`config.mk`:
```
export PLATFORM = sky130hd
export DESIGN_NAME = gps_gen_seq
export DESIGN_NICKNAME = d
export VERILOG_FILES = /design/src/rtl/gps_gen_seq.sv
export SDC_FILE = /design/constraint.sdc
export NUM_CORES = 1
export LEC_CHECK = 0
export CAP_MARGIN = 25
export CORE_ASPECT_RATIO = 1.1
export CORE_UTILIZATION = 45
export DETAILED_ROUTE_END_ITERATION = 7
export DONT_BUFFER_PORTS = 1
export GPL_ROUTABILITY_DRIVEN = 0
export PLACE_DENSITY_LB_ADDON = 0.25
export SLEW_MARGIN = 25
export SYNTH_ARGS = -nofsm -noshare
export SYNTH_HDL_FRONTEND = slang
export SYNTH_SLANG_ARGS = --single-unit
```
`constraint.sdc`:
```
create_clock -name clk_in -period 2.85 [get_ports clk_in]
set_input_delay 0.285 -clock clk_in [delete_from_list [all_inputs] [get_ports clk_in]]
set_output_delay 0.285 -clock clk_in [all_outputs]
set_load 0.05 [all_outputs]
```
`src/rtl/gps_gen_seq.sv`:
```
// GPS C/A sequencer: aligns code phase, then produces chip, epoch and
// navigation-bit strobes and rotates the message word out MSB first.
module gps_gen_seq #(
    parameter int CLK_PER_CHIP    = 16,
    parameter int CHIPS_PER_EPOCH = 1023,
    parameter int EPOCHS_PER_BIT  = 20
) (
    input  logic        clk_in,
    input  logic        rst_in_n,
    input  logic        start_in,
    input  logic        stop_in,
    input  logic        code_phase_done_in,
    input  logic        msg_load_in,
    input  logic [31:0] msg_word_in,
    output logic        ca_phase_start_out,
    output logic        ena_out,
    output logic        msg_out,
    output logic        epoch_out,
    output logic        bit_out,
    output logic        busy_out,
    output logic [1:0]  state_out
);

    typedef enum logic [1:0] {
        S_IDLE  = 2'd0,
        S_ALIGN = 2'd1,
        S_RUN   = 2'd2,
        S_STOP  = 2'd3
    } state_t;

    localparam int DIV_W   = (CLK_PER_CHIP > 1)    ? $clog2(CLK_PER_CHIP)    : 1;
    localparam int CHIP_W  = (CHIPS_PER_EPOCH > 1) ? $clog2(CHIPS_PER_EPOCH) : 1;
    localparam int EPOCH_W = (EPOCHS_PER_BIT > 1)  ? $clog2(EPOCHS_PER_BIT)  : 1;

    localparam logic [DIV_W-1:0]   DIV_MAX   = DIV_W'(CLK_PER_CHIP - 1);
    localparam logic [DIV_W-1:0]   DIV_ONE   = DIV_W'(1);
    localparam logic [CHIP_W-1:0]  CHIP_MAX  = CHIP_W'(CHIPS_PER_EPOCH - 1);
    localparam logic [CHIP_W-1:0]  CHIP_ONE  = CHIP_W'(1);
    localparam logic [EPOCH_W-1:0] EPOCH_MAX = EPOCH_W'(EPOCHS_PER_BIT - 1);
    localparam logic [EPOCH_W-1:0] EPOCH_ONE = EPOCH_W'(1);

    state_t              state_q, state_d;
    logic [DIV_W-1:0]    div_q, div_d;
    logic [CHIP_W-1:0]   chip_q, chip_d;
    logic [EPOCH_W-1:0]  epoch_q, epoch_d;
    logic [31:0]         shreg_q, shreg_d;

    logic counting_w;
    logic ena_w;
    logic epoch_w;
    logic bit_w;

    // Strobes are decoded purely from registered state, so no input reaches an output.
    assign counting_w = (state_q == S_RUN) || (state_q == S_STOP);
    assign ena_w      = counting_w && (div_q == DIV_MAX);
    assign epoch_w    = ena_w && (chip_q == CHIP_MAX);
    assign bit_w      = epoch_w && (epoch_q == EPOCH_MAX);

    always_comb begin
        state_d = state_q;
        div_d   = div_q;
        chip_d  = chip_q;
        epoch_d = epoch_q;
        shreg_d = shreg_q;

        case (state_q)
            S_IDLE: begin
                if (start_in && !stop_in) state_d = S_ALIGN;
                if (msg_load_in) shreg_d = msg_word_in;
            end
            S_ALIGN: begin
                if (stop_in) begin
                    state_d = S_IDLE;
                end else if (code_phase_done_in) begin
                    state_d = S_RUN;
                    div_d   = '0;
                    chip_d  = '0;
                    epoch_d = '0;
                end
            end
            S_RUN: begin
                if (stop_in) state_d = S_STOP;
            end
            S_STOP: begin
                if (epoch_w) state_d = S_IDLE;
            end
            default: state_d = S_IDLE;
        endcase

        if (counting_w) begin
            div_d = (div_q == DIV_MAX) ? '0 : div_q + DIV_ONE;
            if (ena_w) chip_d = (chip_q == CHIP_MAX) ? '0 : chip_q + CHIP_ONE;
            if (epoch_w) epoch_d = (epoch_q == EPOCH_MAX) ? '0 : epoch_q + EPOCH_ONE;
            if (bit_w) shreg_d = {shreg_q[30:0], shreg_q[31]};
        end
    end

    always_ff @(posedge clk_in or negedge rst_in_n) begin
        if (!rst_in_n) begin
            state_q <= S_IDLE;
            div_q   <= '0;
            chip_q  <= '0;
            epoch_q <= '0;
            shreg_q <= '0;
        end else begin
            state_q <= state_d;
            div_q   <= div_d;
            chip_q  <= chip_d;
            epoch_q <= epoch_d;
            shreg_q <= shreg_d;
        end
    end

    assign ca_phase_start_out = (state_q == S_ALIGN);
    assign ena_out            = ena_w;
    assign epoch_out          = epoch_w;
    assign bit_out            = bit_w;
    assign msg_out            = shreg_q[31];
    assign busy_out           = (state_q != S_IDLE);
    assign state_out          = state_q;

endmodule

```
==> impl_metrics.sql, run 1 <==
INSERT INTO impl_metrics (metric_group, metric, value, unit) VALUES
('routing', 'detailroute.via_count', '1791', ''),
('grt', 'grtUsageTotal', '0.166', ''),
('logic_synthesis', 'synth.cell_area', '2890', 'um2'),
('worst_hold_path', 'hp-start', 'start_in', ''),
('grt', 'grt_start_max_net_pins', '54', ''),
('clock_network', 'cts_inserted_buffers', '5', ''),
('grt', 'grt_first_pass_wirelength', '8.83', 'mm'),
('timing', 'fin_setup_tns', '0', 'ps'),
('clock_network', 'htreeDepth', '2', ''),
('timing', 'final_min_period_over_clock_period', '0.933', ''),
('setup_path', 'r2r-start', 'div_q[0]', ''),
('logic_synthesis', 'synth_compound_area_frac', '0.0891', ''),
('logic_synthesis', 'synthesis.nets', '276', ''),
('logic_synthesis', 'postSynth.topFlopCell', 'dfrtp_1', ''),
('place', 'buffer_ports.inserted', '0', ''),
('timing', 'period_needed', '2660', 'ps'),
('clock_network', 'cts.reportedPaths.clkPinSlew', '100', 'ps'),
('worst_hold_path', 'hold_path_depth', '2', ''),
('logic_synthesis', 'distinct_cell_type_count_after_synthesis', '37', ''),
('timing', 'fmax', '376', 'MHz'),
('outcome', 'status', 'complete, no violations', ''),
('logic_synthesis', 'dominant_combinational_cell_family_by_area_after_synthesis', 'multiplexers', ''),
('pwr', 'standby_leakage_power', '0.00153', 'uW'),
('logic_synthesis', 'post_synth_fa_ha_maj_area_fraction', '0.0173', ''),
('timing', 'timing_worst_slew_pin_value', '727', 'ps'),
('setup_path', 'worst-r2r-cell-count', '7', ''),
('layout', 'fin_nets', '286', ''),
('logic_synthesis', 'fraction_of_registers_with_async_set_or_reset_after_synthesis', '1.00', ''),
('pwr', 'design_power_total', '2570', 'uW'),
('worst_hold_path', 'timing.hold.worst.class', 'in2reg', ''),
('layout', 'final_layout_size_suffix_gt1_frac', '0.363', ''),
('die', 'floorplan.rows', '30', ''),
('setup_path', 'path_class', 'reg2out', ''),
('timing', 'final_hold_viol_count', '0', ''),
('timing', 'final_max_slew_viol_count', '0', ''),
('logic_synthesis', 'synthesis.area_per_instance', '12.4', 'um2'),
('routing', 'routed_via_density', '5.49', ''),
('logic_synthesis', 'yosys_register_bits', '53', ''),
('place', 'detailedPlacementHpwl', '3.39', 'mm'),
('pwr', 'irDropWorstVdd', '0.355', 'mV'),
('layout', 'final_layout_fill_cell_count', '557', ''),
('timing', 'rsz0062_at_grt', 'false', ''),
('routing', 'wirelength', '5.13', 'mm'),
('die', 'initial_utilization', '0.467', ''),
('setup_path', 'cp_max_fo', '11', ''),
('die', 'ioPinCount', '46', ''),
('logic_synthesis', 'synthesis.yosys.warnings', '0', ''),
('layout', 'areaGrowthSynthToFinish', '8.73', '%'),
('clock_network', 'cts.sinks', '53', ''),
('routing', 'wl_per_cell', '15.7', 'um'),
('timing', 'setup_viol_count_final', '0', ''),
('clock_network', 'clock_latency', '310', 'ps'),
('clock_network', 'cts_tree', 'done', ''),
('clock_network', 'cts.root.buffer_cell', 'clkbuf_8', ''),
('timing', 'slew-limit-headroom', '0.502', ''),
('die', 'die_height', '86.1', 'um'),
('die', 'core', '6190', 'um2'),
('die', 'die_w', '78.5', 'um'),
('routing', 'ant_nets', '0', ''),
('setup_path', 'worst_ep_arrival_time', '2370', 'ps'),
('logic_synthesis', 'multiplexer_fraction_of_the_synthesized_cell_area', '0.294', ''),
('setup_path', 'timing.critical_path.from', 'div_q[0]', ''),
('clock_network', 'cts_max_path_buffers', '2', ''),
('setup_path', 'timing.critical_path.from_type', 'register', ''),
('logic_synthesis', 'netlist_instances', '234', ''),
('setup_path', 'cp-end-kind', 'output port', ''),
('grt', 'first_global_vias', '1813', ''),
('logic_synthesis', 'synth_seq_area_share', '0.458', ''),
('routing', 'drt_drc_violations_left', '0', ''),
('routing', 'first_iter_violations', '53', ''),
('run', 'timing.max_cap.violations', '0', ''),
('grt', 'grt_overflow', '0', ''),
('routing', 'drt_pre_antenna_iters', '4', ''),
('grt', 'grt_antenna_before_repair', '1', ''),
('logic_synthesis', 'post_synthesis_simple_gate_area_fraction', '0.102', ''),
('setup_path', 'worstPathRequired', '2570', 'ps'),
('logic_synthesis', 'post_synth_xor_area_fraction', '0.00303', ''),
('logic_synthesis', 'synth_edf_count', '0', ''),
('pwr', 'power.density_cell_area', '816', 'nW/um2'),
('die', 'overall_die_area', '6760', 'um2'),
('timing', 'finClkSkew', '8.02', 'ps');
[logic make-up (layout without fill, tap and decap cells)]
group                      count (synthesis)  after routing
AOI/OAI and AO/OA                         40             40
xor gates and xnor gates                   1              1
adders and majority gates                  4              4
buffers and inverters                     18             29
DFF                                       53             53
muxes                                     66             66
other                                      0              1
and+or+nand+nor                           52             52
[power breakdown]
group | total [uW] | internal, uW | switching [uW]
Clock | 447 | 180 | 268
Sequential | 1290 | 1050 | 239
Combinational | 835 | 582 | 253
Total | 2570 | 1810 | 759
[per-layer routing]
| metal | wire length (um) | track usage | up-vias |
|---|---|---|---|
| met5 | 0 | 0 | - |
| met4 | 76 | 0.0606 | 0 |
| met3 | 293 | 0.0479 | 7 |
| met2 | 2290 | 0.258 | 43 |
| met1 | 2470 | 0.222 | 863 |
| li1 | - | - | 878 |
[final timing paths]
| path | end | slack (ps) |
|---|---|---|
| max | bit_out | 190 |
| min | state_out[0] | 110 |
| max reg2reg | shreg_q[30] | 310 |
| min reg2reg | shreg_q[6] | 510 |
| max in group asynchronous | chip_q[4] | 2130 |
| min in group asynchronous | asynchronous set/reset pin | 480 |
[repair_timing]
item,4_1_cts,5_1_grt
setup buffers,0,0
resized for setup,0,1
endpoints found under the hold margin,53,0
endpoints found under the setup margin,0,1
hold buffers,2,0
[Yosys cell counts, types with 5 or more instances]
library cell / number / area (um2)
nor2_1: 6 / 22.5
a21oi_1: 7 / 35.0
nor3_1: 8 / 40.0
nand2_1: 10 / 37.5
and3_1: 5 / 31.3
dfrtp_1: 53 / 1330
mux2_4: 29 / 435
inv_1: 8 / 30.0
o21ai_0: 13 / 65.1
nand3_1: 8 / 40.0
a21o_1: 8 / 60.1
mux2_2: 35 / 394
[placed cells by master (no fill, tap or decap), types with 7 or more instances in the layout]
cell type	netlist	final
nand3_1	8	8
a21oi_1	7	7
buf_4	0	10
nand2_1	10	10
a21o_1	8	8
mux2_2	35	35
inv_1	8	8
o21ai_0	13	13
dfrtp_1	53	53
nor3_1	8	8
mux2_4	29	29
[state kept, by name, summed over array words and instances (netlist names), named ones only]
signal / count
chip_q: 10
shreg_q: 32
epoch_q: 5
div_q: 4
state_out: 1
[metrics by stage]
step | utilization | cell area, um2 | hold WS (ps) | setup slack [ps] | std cells
4_1_cts | 0.507 | 3140 | 94.0 | 29.1 | 325
3_5_place_dp | 0.486 | 3010 | -9.36 | 182 | 315
5_1_grt | 0.508 | 3140 | 126 | 55.3 | 325
2_1_floorplan | - | 2890 | -10.6 | 223 | 234
3_3_place_gp | 0.486 | 3010 | -9.38 | 237 | 315
6_report | 0.508 | 3150 | 106 | 191 | 326
[critical path, cell delays in order (launching register included)]
cell and delay [ps]:
dfrtp_1 420, ha_1 290, nand4_4 120, or4_4 610, clkinv_4 170, nand2_4 160, inv_1 80, buf_4 190
[final cells by class]
class / count / area (um2) / share of cell area
inverters: 9 / 38.8 / 0.0123
flip-flops and latches: 53 / 1330 / 0.421
clock buffers: 5 / 68.8 / 0.0219
diodes: 1 / 2.50 / 0.000795
multi-input cells: 163 / 1470 / 0.468
well taps: 80 / 100 / 0.0318
clock inverters: 3 / 26.3 / 0.00835
repair buffers: 12 / 113 / 0.0358
Note: power is estimated with default switching activity, not from simulation.
==> run 2: changes to the inputs <==
--- a/config.mk
+++ b/config.mk
@@ -12,6 +12,7 @@
 export DONT_BUFFER_PORTS = 1
 export GPL_ROUTABILITY_DRIVEN = 0
 export PLACE_DENSITY_LB_ADDON = 0.25
+export REMOVE_ABC_BUFFERS = 1
 export SLEW_MARGIN = 25
 export SYNTH_ARGS = -nofsm -noshare
 export SYNTH_HDL_FRONTEND = slang
==> run 2 against run 1 <==
Utilization decreased by 0.32 points. Sequential share of layout area is 0.27 points higher. Combinational power is 0.6% lower. Routed wire length grew 1.9%. Worst hold slack worse by 2.6 ps. Largest power group unchanged. Highest routed layer unchanged.
==> impl_metrics.sql, run 2 (same netlist as run 1, synthesis figures left out) <==
INSERT INTO impl_metrics (metric_group, metric, value, unit) VALUES
('layout', 'fin_nets', '285', ''),
('layout', 'registers.top_by_ff_count', 'shreg_q', ''),
('timing', 'setup_viol_count_final', '0', ''),
('clock_network', 'cts.reportedPaths.clkPinSlew', '100', 'ps'),
('layout', 'largest_register_ff_count', '32', ''),
('clock_network', 'cts.sinks', '53', ''),
('setup_path', 'critical_path.max_stage_delay', '730', 'ps'),
('timing', 'final_max_slew_viol_count', '0', ''),
('pwr', 'power.density_cell_area', '824', 'nW/um2'),
('layout', 'areaGrowthSynthToFinish', '8.04', '%'),
('run', 'timing.max_cap.violations', '0', ''),
('setup_path', 'timing.critical_path.from_type', 'register', ''),
('timing', 'timing_worst_slew_pin_value', '682', 'ps'),
('die', 'core', '6190', 'um2'),
('setup_path', 'cp_max_fo', '10', ''),
('setup_path', 'cp-end-kind', 'output port', ''),
('grt', 'grt_overflow', '0', ''),
('die', 'ioPinCount', '46', ''),
('layout', 'final-seq-area', '1330', 'um2'),
('grt', 'grt_first_pass_wirelength', '8.87', 'mm'),
('grt', 'first_global_vias', '1908', ''),
('timing', 'finClkSkew', '7.18', 'ps'),
('setup_path', 'worst-r2r-cell-count', '7', ''),
('place', 'detailedPlacementHpwl', '3.58', 'mm'),
('grt', 'grtUsageTotal', '0.168', ''),
('timing', 'rsz0062_at_grt', 'false', ''),
('layout', 'largestRegisters', 'shreg_q: 32 flops, chip_q: 10 flops, epoch_q: 5 flops', ''),
('die', 'die_w', '78.5', 'um'),
('setup_path', 'reg2reg_setup_slack', '210', 'ps'),
('clock_network', 'clock_latency', '310', 'ps'),
('layout', 'final_layout_fill_cell_count', '580', ''),
('setup_path', 'worst_ep_arrival_time', '2440', 'ps'),
('timing', 'slew-limit-headroom', '0.532', ''),
('die', 'die_height', '86.1', 'um'),
('setup_path', 'critical_path.cell_chain', 'ha_1, nand4_4, or4_1, clkinv_4, nand2_4, inv_1, buf_4', ''),
('setup_path', 'r2r_end', 'shreg_q[14]', ''),
('timing', 'fmax', '368', 'MHz'),
('setup_path', 'path_class', 'reg2out', ''),
('clock_network', 'cts_inserted_buffers', '5', ''),
('setup_path', 'r2r-start', 'div_q[0]', ''),
('setup_path', 'timing.critical_path.from', 'div_q[0]', ''),
('grt', 'grt_start_max_net_pins', '54', ''),
('grt', 'grt_antenna_before_repair', '0', ''),
('layout', 'multi_input_comb_area', '1460', 'um2'),
('pwr', 'standby_leakage_power', '0.00152', 'uW'),
('pwr', 'irDropWorstVdd', '0.429', 'mV'),
('outcome', 'status', 'complete, no violations', ''),
('clock_network', 'htreeDepth', '2', ''),
('clock_network', 'cts_max_path_buffers', '2', ''),
('routing', 'drt_drc_violations_left', '0', ''),
('place', 'dp_worst_setup_slack', '235', 'ps'),
('timing', 'period_needed', '2720', 'ps'),
('layout', 'fin_cells', '324', ''),
('worst_hold_path', 'timing.hold.worst.class', 'in2reg', ''),
('clock_network', 'post-cts-setup-buffer-count', '0', ''),
('die', 'overall_die_area', '6760', 'um2'),
('place', 'place_inst', '314', ''),
('routing', 'detailroute.via_count', '1811', ''),
('clock_network', 'cts.root.buffer_cell', 'clkbuf_8', ''),
('setup_path', 'timing.critical_path.slowest_stage_cell', 'or4_1', ''),
('setup_path', 'cp-endpoint', 'bit_out', ''),
('routing', 'first_iter_violations', '152', ''),
('die', 'initial_utilization', '0.467', ''),
('routing', 'wirelength', '5.22', 'mm'),
('timing', 'worst_slack', '129', 'ps'),
('layout', 'final_layout_size_suffix_gt1_frac', '0.357', ''),
('routing', 'ant_nets', '0', ''),
('layout', 'layout.cells.most_common', 'dfrtp_1', ''),
('clock_network', 'cts_tree', 'done', ''),
('routing', 'drt_pre_antenna_iters', '4', ''),
('timing', 'fin_worst_hold_slack', '104', 'ps'),
('place', 'buffer_ports.inserted', '0', ''),
('timing', 'final_hold_viol_count', '0', ''),
('timing', 'final_min_period_over_clock_period', '0.955', ''),
('setup_path', 'worstPathRequired', '2570', 'ps'),
('die', 'floorplan.rows', '30', ''),
('layout', 'most-common-layout-cells', 'dfrtp_1, mux2_2, mux2_4', ''),
('routing', 'wl_per_cell', '16.1', 'um'),
('pwr', 'design_power_total', '2580', 'uW'),
('layout', 'num_antenna_cells', '0', ''),
('routing', 'routed_via_density', '5.59', '');
[run 2: changes by cell type in the layout (fill, tap and decap cells not counted)]
cell	before	now
or4_4	1	0
clkinvlp_4	0	1
diode_2	1	0
nor2_4	1	0
or4_1	0	1
nor2_2	0	1
clkinv_4	3	2
buf_4	10	9
[run 2: worst min-delay path by stage]
stage	start	endpoint	slack, ps	cells after the start
after global placement	rst_in_n	chip_q[3]	-9	0
after detailed placement	rst_in_n	chip_q[2]	-9	0
after CTS	start_in	state_out[0]	100	2
final	start_in	state_out[0]	100	2
after floorplan	rst_in_n	asynchronous set/reset pin	-10	0
after global routing	start_in	state_out[0]	130	2
[run 2: layout make-up]
type	instances	area share
multi-input combinational	163	0.468
sequential	53	0.424
timing repair buffer	11	0.0336
tap	80	0.0320
clock buffer	5	0.0220
inverter	9	0.0124
clock inverter	3	0.00800
[run 2: metrics by stage]
step / util / TNS, ps / cell area (um2)
2_1_floorplan: - / -18640 / 2830
3_3_place_gp: 0.484 / 0 / 3000
3_5_place_dp: 0.484 / 0 / 3000
4_1_cts: 0.505 / 0 / 3130
5_1_grt: 0.505 / 0 / 3130
6_report: 0.505 / 0 / 3130
[run 2: critical path, delay by kind of cell, from the launching register on]
kind                       cells  cell delay, ps
and+or+nand+nor                3            1020
DFF                            1             420
buffers and inverters          3             400
adders and majority gates      1             290
[run 2: layer usage]
metal	vias up	global-route usage	routed length (um)
li1	869	-	-
met1	893	0.211	2350
met5	-	0	0
met2	41	0.275	2570
met4	0	0.0673	88
met3	8	0.0426	217
[run 2: timing repair]
| action | in CTS | in global routing |
|---|---|---|
| hold buffers | 2 | 0 |
| gates resized for setup | 0 | 0 |
| endpoints found under the hold margin | 53 | 0 |
[run 2: where the power goes]
part	internal [uW]	switching [uW]	total, uW	leakage [uW]
Combinational	579	251	830	0.000824
Sequential	1050	250	1300	0.000649
Clock	178	271	449	0.0000447
Total	1800	772	2580	0.00152
==> run 3: changes to the inputs <==
--- a/config.mk
+++ b/config.mk
@@ -11,7 +11,7 @@
 export DETAILED_ROUTE_END_ITERATION = 7
 export DONT_BUFFER_PORTS = 1
 export GPL_ROUTABILITY_DRIVEN = 0
-export PLACE_DENSITY_LB_ADDON = 0.25
+export PLACE_DENSITY = 0.57
 export REMOVE_ABC_BUFFERS = 1
 export SLEW_MARGIN = 25
 export SYNTH_ARGS = -nofsm -noshare
==> run 3 against run 2 <==
Final area rose by 0.52%. Setup slack improved by 22 ps. Sequential power barely moved. Sequential cell count did not move. Utilization rose by 0.26 points. Combinational power fell by 0.6%. Die area did not move. Clock skew rose by 3.4 ps. Via count fell by 0.83%. Power fell by 1.4%. Critical path type unchanged. Critical endpoint unchanged. Largest cell class unchanged.
==> impl_metrics.sql, run 3 (same netlist as run 1, synthesis figures left out) <==
INSERT INTO impl_metrics (metric_group, metric, value, unit) VALUES
('routing', 'wl_per_cell', '15.5', 'um'),
('timing', 'fin_worst_hold_slack', '115', 'ps'),
('worst_hold_path', 'hold_path_depth', '2', ''),
('setup_path', 'worst-r2r-cell-count', '7', ''),
('grt', 'grt_start_max_net_pins', '54', ''),
('setup_path', 'critical_path.cell_chain', 'ha_1, nand4_4, or4_1, clkinv_4, nand2_8, inv_1, buf_4', ''),
('timing', 'fmax', '371', 'MHz'),
('grt', 'grt_overflow', '0', ''),
('setup_path', 'r2r_end', 'shreg_q[30]', ''),
('layout', 'layout.cells.most_common', 'dfrtp_1', ''),
('layout', 'layout.cell_area.non_filler', '3140', 'um2'),
('die', 'floorplan.rows', '30', ''),
('clock_network', 'cts_tree', 'done', ''),
('timing', 'final_min_period_over_clock_period', '0.947', ''),
('clock_network', 'htreeDepth', '2', ''),
('worst_hold_path', 'hold-path-endpoint', 'state_out[0]', ''),
('die', 'die_w', '78.5', 'um'),
('routing', 'drt_drc_violations_left', '0', ''),
('pwr', 'irDropWorstVdd', '0.397', 'mV'),
('clock_network', 'cts_max_path_buffers', '2', ''),
('die', 'initial_utilization', '0.467', ''),
('die', 'die_height', '86.1', 'um'),
('routing', 'wirelength', '5.06', 'mm'),
('setup_path', 'timing.critical_path.slowest_stage_cell', 'or4_1', ''),
('layout', 'most-common-layout-cells', 'dfrtp_1, mux2_2, mux2_4', ''),
('place', 'buffer_ports.inserted', '0', ''),
('place', 'detailedPlacementHpwl', '3.43', 'mm'),
('timing', 'slew-limit-headroom', '0.535', ''),
('routing', 'routed_via_density', '5.51', ''),
('layout', 'fin_nets', '287', ''),
('layout', 'largestRegisters', 'shreg_q: 32 flops, chip_q: 10 flops, epoch_q: 5 flops', ''),
('setup_path', 'reg2reg_setup_slack', '400', 'ps'),
('timing', 'final_hold_viol_count', '0', ''),
('routing', 'detailroute.via_count', '1796', ''),
('grt', 'first_global_vias', '1802', ''),
('layout', 'post_route_utilization', '0.507', ''),
('clock_network', 'cts.root.buffer_cell', 'clkbuf_8', ''),
('timing', 'setup_viol_count_final', '0', ''),
('timing', 'timing_worst_slew_pin_value', '678', 'ps'),
('die', 'ioPinCount', '46', ''),
('worst_hold_path', 'hp-start', 'start_in', ''),
('clock_network', 'cts.reportedPaths.clkPinSlew', '90', 'ps'),
('routing', 'ant_nets', '0', ''),
('layout', 'largest_register_ff_count', '32', ''),
('outcome', 'status', 'complete, no violations', ''),
('timing', 'worst_slack', '151', 'ps'),
('run', 'timing.max_cap.violations', '0', ''),
('grt', 'grt_first_pass_wirelength', '8.47', 'mm'),
('timing', 'period_needed', '2700', 'ps'),
('routing', 'drt_pre_antenna_iters', '4', ''),
('clock_network', 'post-cts-setup-buffer-count', '0', ''),
('timing', 'final_max_slew_viol_count', '0', ''),
('setup_path', 'path_class', 'reg2out', ''),
('worst_hold_path', 'timing.hold.worst.class', 'in2reg', ''),
('setup_path', 'critical_path.max_stage_delay', '610', 'ps'),
('setup_path', 'worstPathRequired', '2570', 'ps'),
('timing', 'rsz0062_at_grt', 'false', ''),
('grt', 'grt_antenna_before_repair', '0', ''),
('die', 'overall_die_area', '6760', 'um2'),
('setup_path', 'cp-end-kind', 'output port', ''),
('layout', 'num_antenna_cells', '0', ''),
('pwr', 'power.density_cell_area', '808', 'nW/um2'),
('setup_path', 'timing.critical_path.from_type', 'register', ''),
('grt', 'grtUsageTotal', '0.160', ''),
('setup_path', 'cp_max_fo', '23', ''),
('layout', 'final_layout_size_suffix_gt1_frac', '0.358', ''),
('pwr', 'standby_leakage_power', '0.00151', 'uW'),
('setup_path', 'worst_ep_arrival_time', '2410', 'ps'),
('timing', 'finClkSkew', '10.5', 'ps'),
('place', 'place_area', '3010', 'um2'),
('layout', 'registers.top_by_ff_count', 'shreg_q', ''),
('die', 'core', '6190', 'um2'),
('routing', 'first_iter_violations', '87', ''),
('setup_path', 'r2r-start', 'div_q[0]', ''),
('place', 'dp_worst_setup_slack', '280', 'ps'),
('clock_network', 'clock_latency', '310', 'ps'),
('clock_network', 'cts_inserted_buffers', '5', ''),
('clock_network', 'cts.sinks', '53', ''),
('layout', 'areaGrowthSynthToFinish', '8.60', '%');
==> run 3: changes by cell type in the layout (fill, tap and decap cells not counted) <==
cell / previous run / this run
buf_4: 9 / 11
clkbuf_1: 0 / 1
clkinv_2: 0 / 1
clkinv_4: 2 / 1
clkinvlp_4: 1 / 0
nand2_4: 1 / 0
nand2_8: 0 / 1
==> run 3: area by class of cell <==
class / count / area [um2]
fill: 579 / 3050
inverter: 9 / 38.8
timing repair buffer: 13 / 120
clock inverter: 2 / 13.8
multi-input combinational: 163 / 1470
sequential: 53 / 1330
clock buffer: 6 / 72.6
tap: 80 / 100
==> run 3: per-layer routing <==
layer | global-route usage | wire [um]
met4 | 0.0505 | 69
met1 | 0.211 | 2380
met2 | 0.256 | 2360
met5 | 0 | 0
met3 | 0.0426 | 247
==> run 3: report_power, final <==
part           internal, uW  switching, uW
sequential             1050            240
clock                   176            251
combinational           581            244
total                  1800            735
==> run 3: through the flow <==
stage / std cells / total power (uW) / TNS [ps]
after floorplan: 225 / 1970 / -18640
after global placement: 316 / 2090 / 0
after CTS: 326 / 2570 / 0
after detailed placement: 316 / 2110 / 0
final: 326 / 2540 / 0
after global routing: 326 / 2710 / 0
==> run 3: worst max-delay path by stage <==
| stage | start | end | slack [ps] | cells after the start |
|---|---|---|---|---|
| 6_report | div_q[0] | bit_out | 150 | 7 |
| 5_1_grt | div_q[0] | bit_out | 6 | 7 |
| 4_1_cts | div_q[0] | bit_out | 30 | 7 |
| 3_5_place_dp | div_q[0] | shreg_q[30] | 280 | 7 |
| 3_3_place_gp | div_q[0] | shreg_q[2] | 320 | 7 |
| 2_1_floorplan | register | shreg_q[0] | -580 | 4 |
==> run 3: worst max-delay path: cells and delay by family (launching register included) <==
family / cells / cell delay, ps
fa+ha+maj: 1 / 290
buf+inv: 3 / 480
flops: 1 / 410
simple gates: 3 / 920
==> run 3: what timing repair did <==
action                                  in CTS  in global routing
endpoints found under the hold margin       53                  0
resized for setup                            0                  1
endpoints found under the setup margin       0                  1
hold buffers                                 2                  0
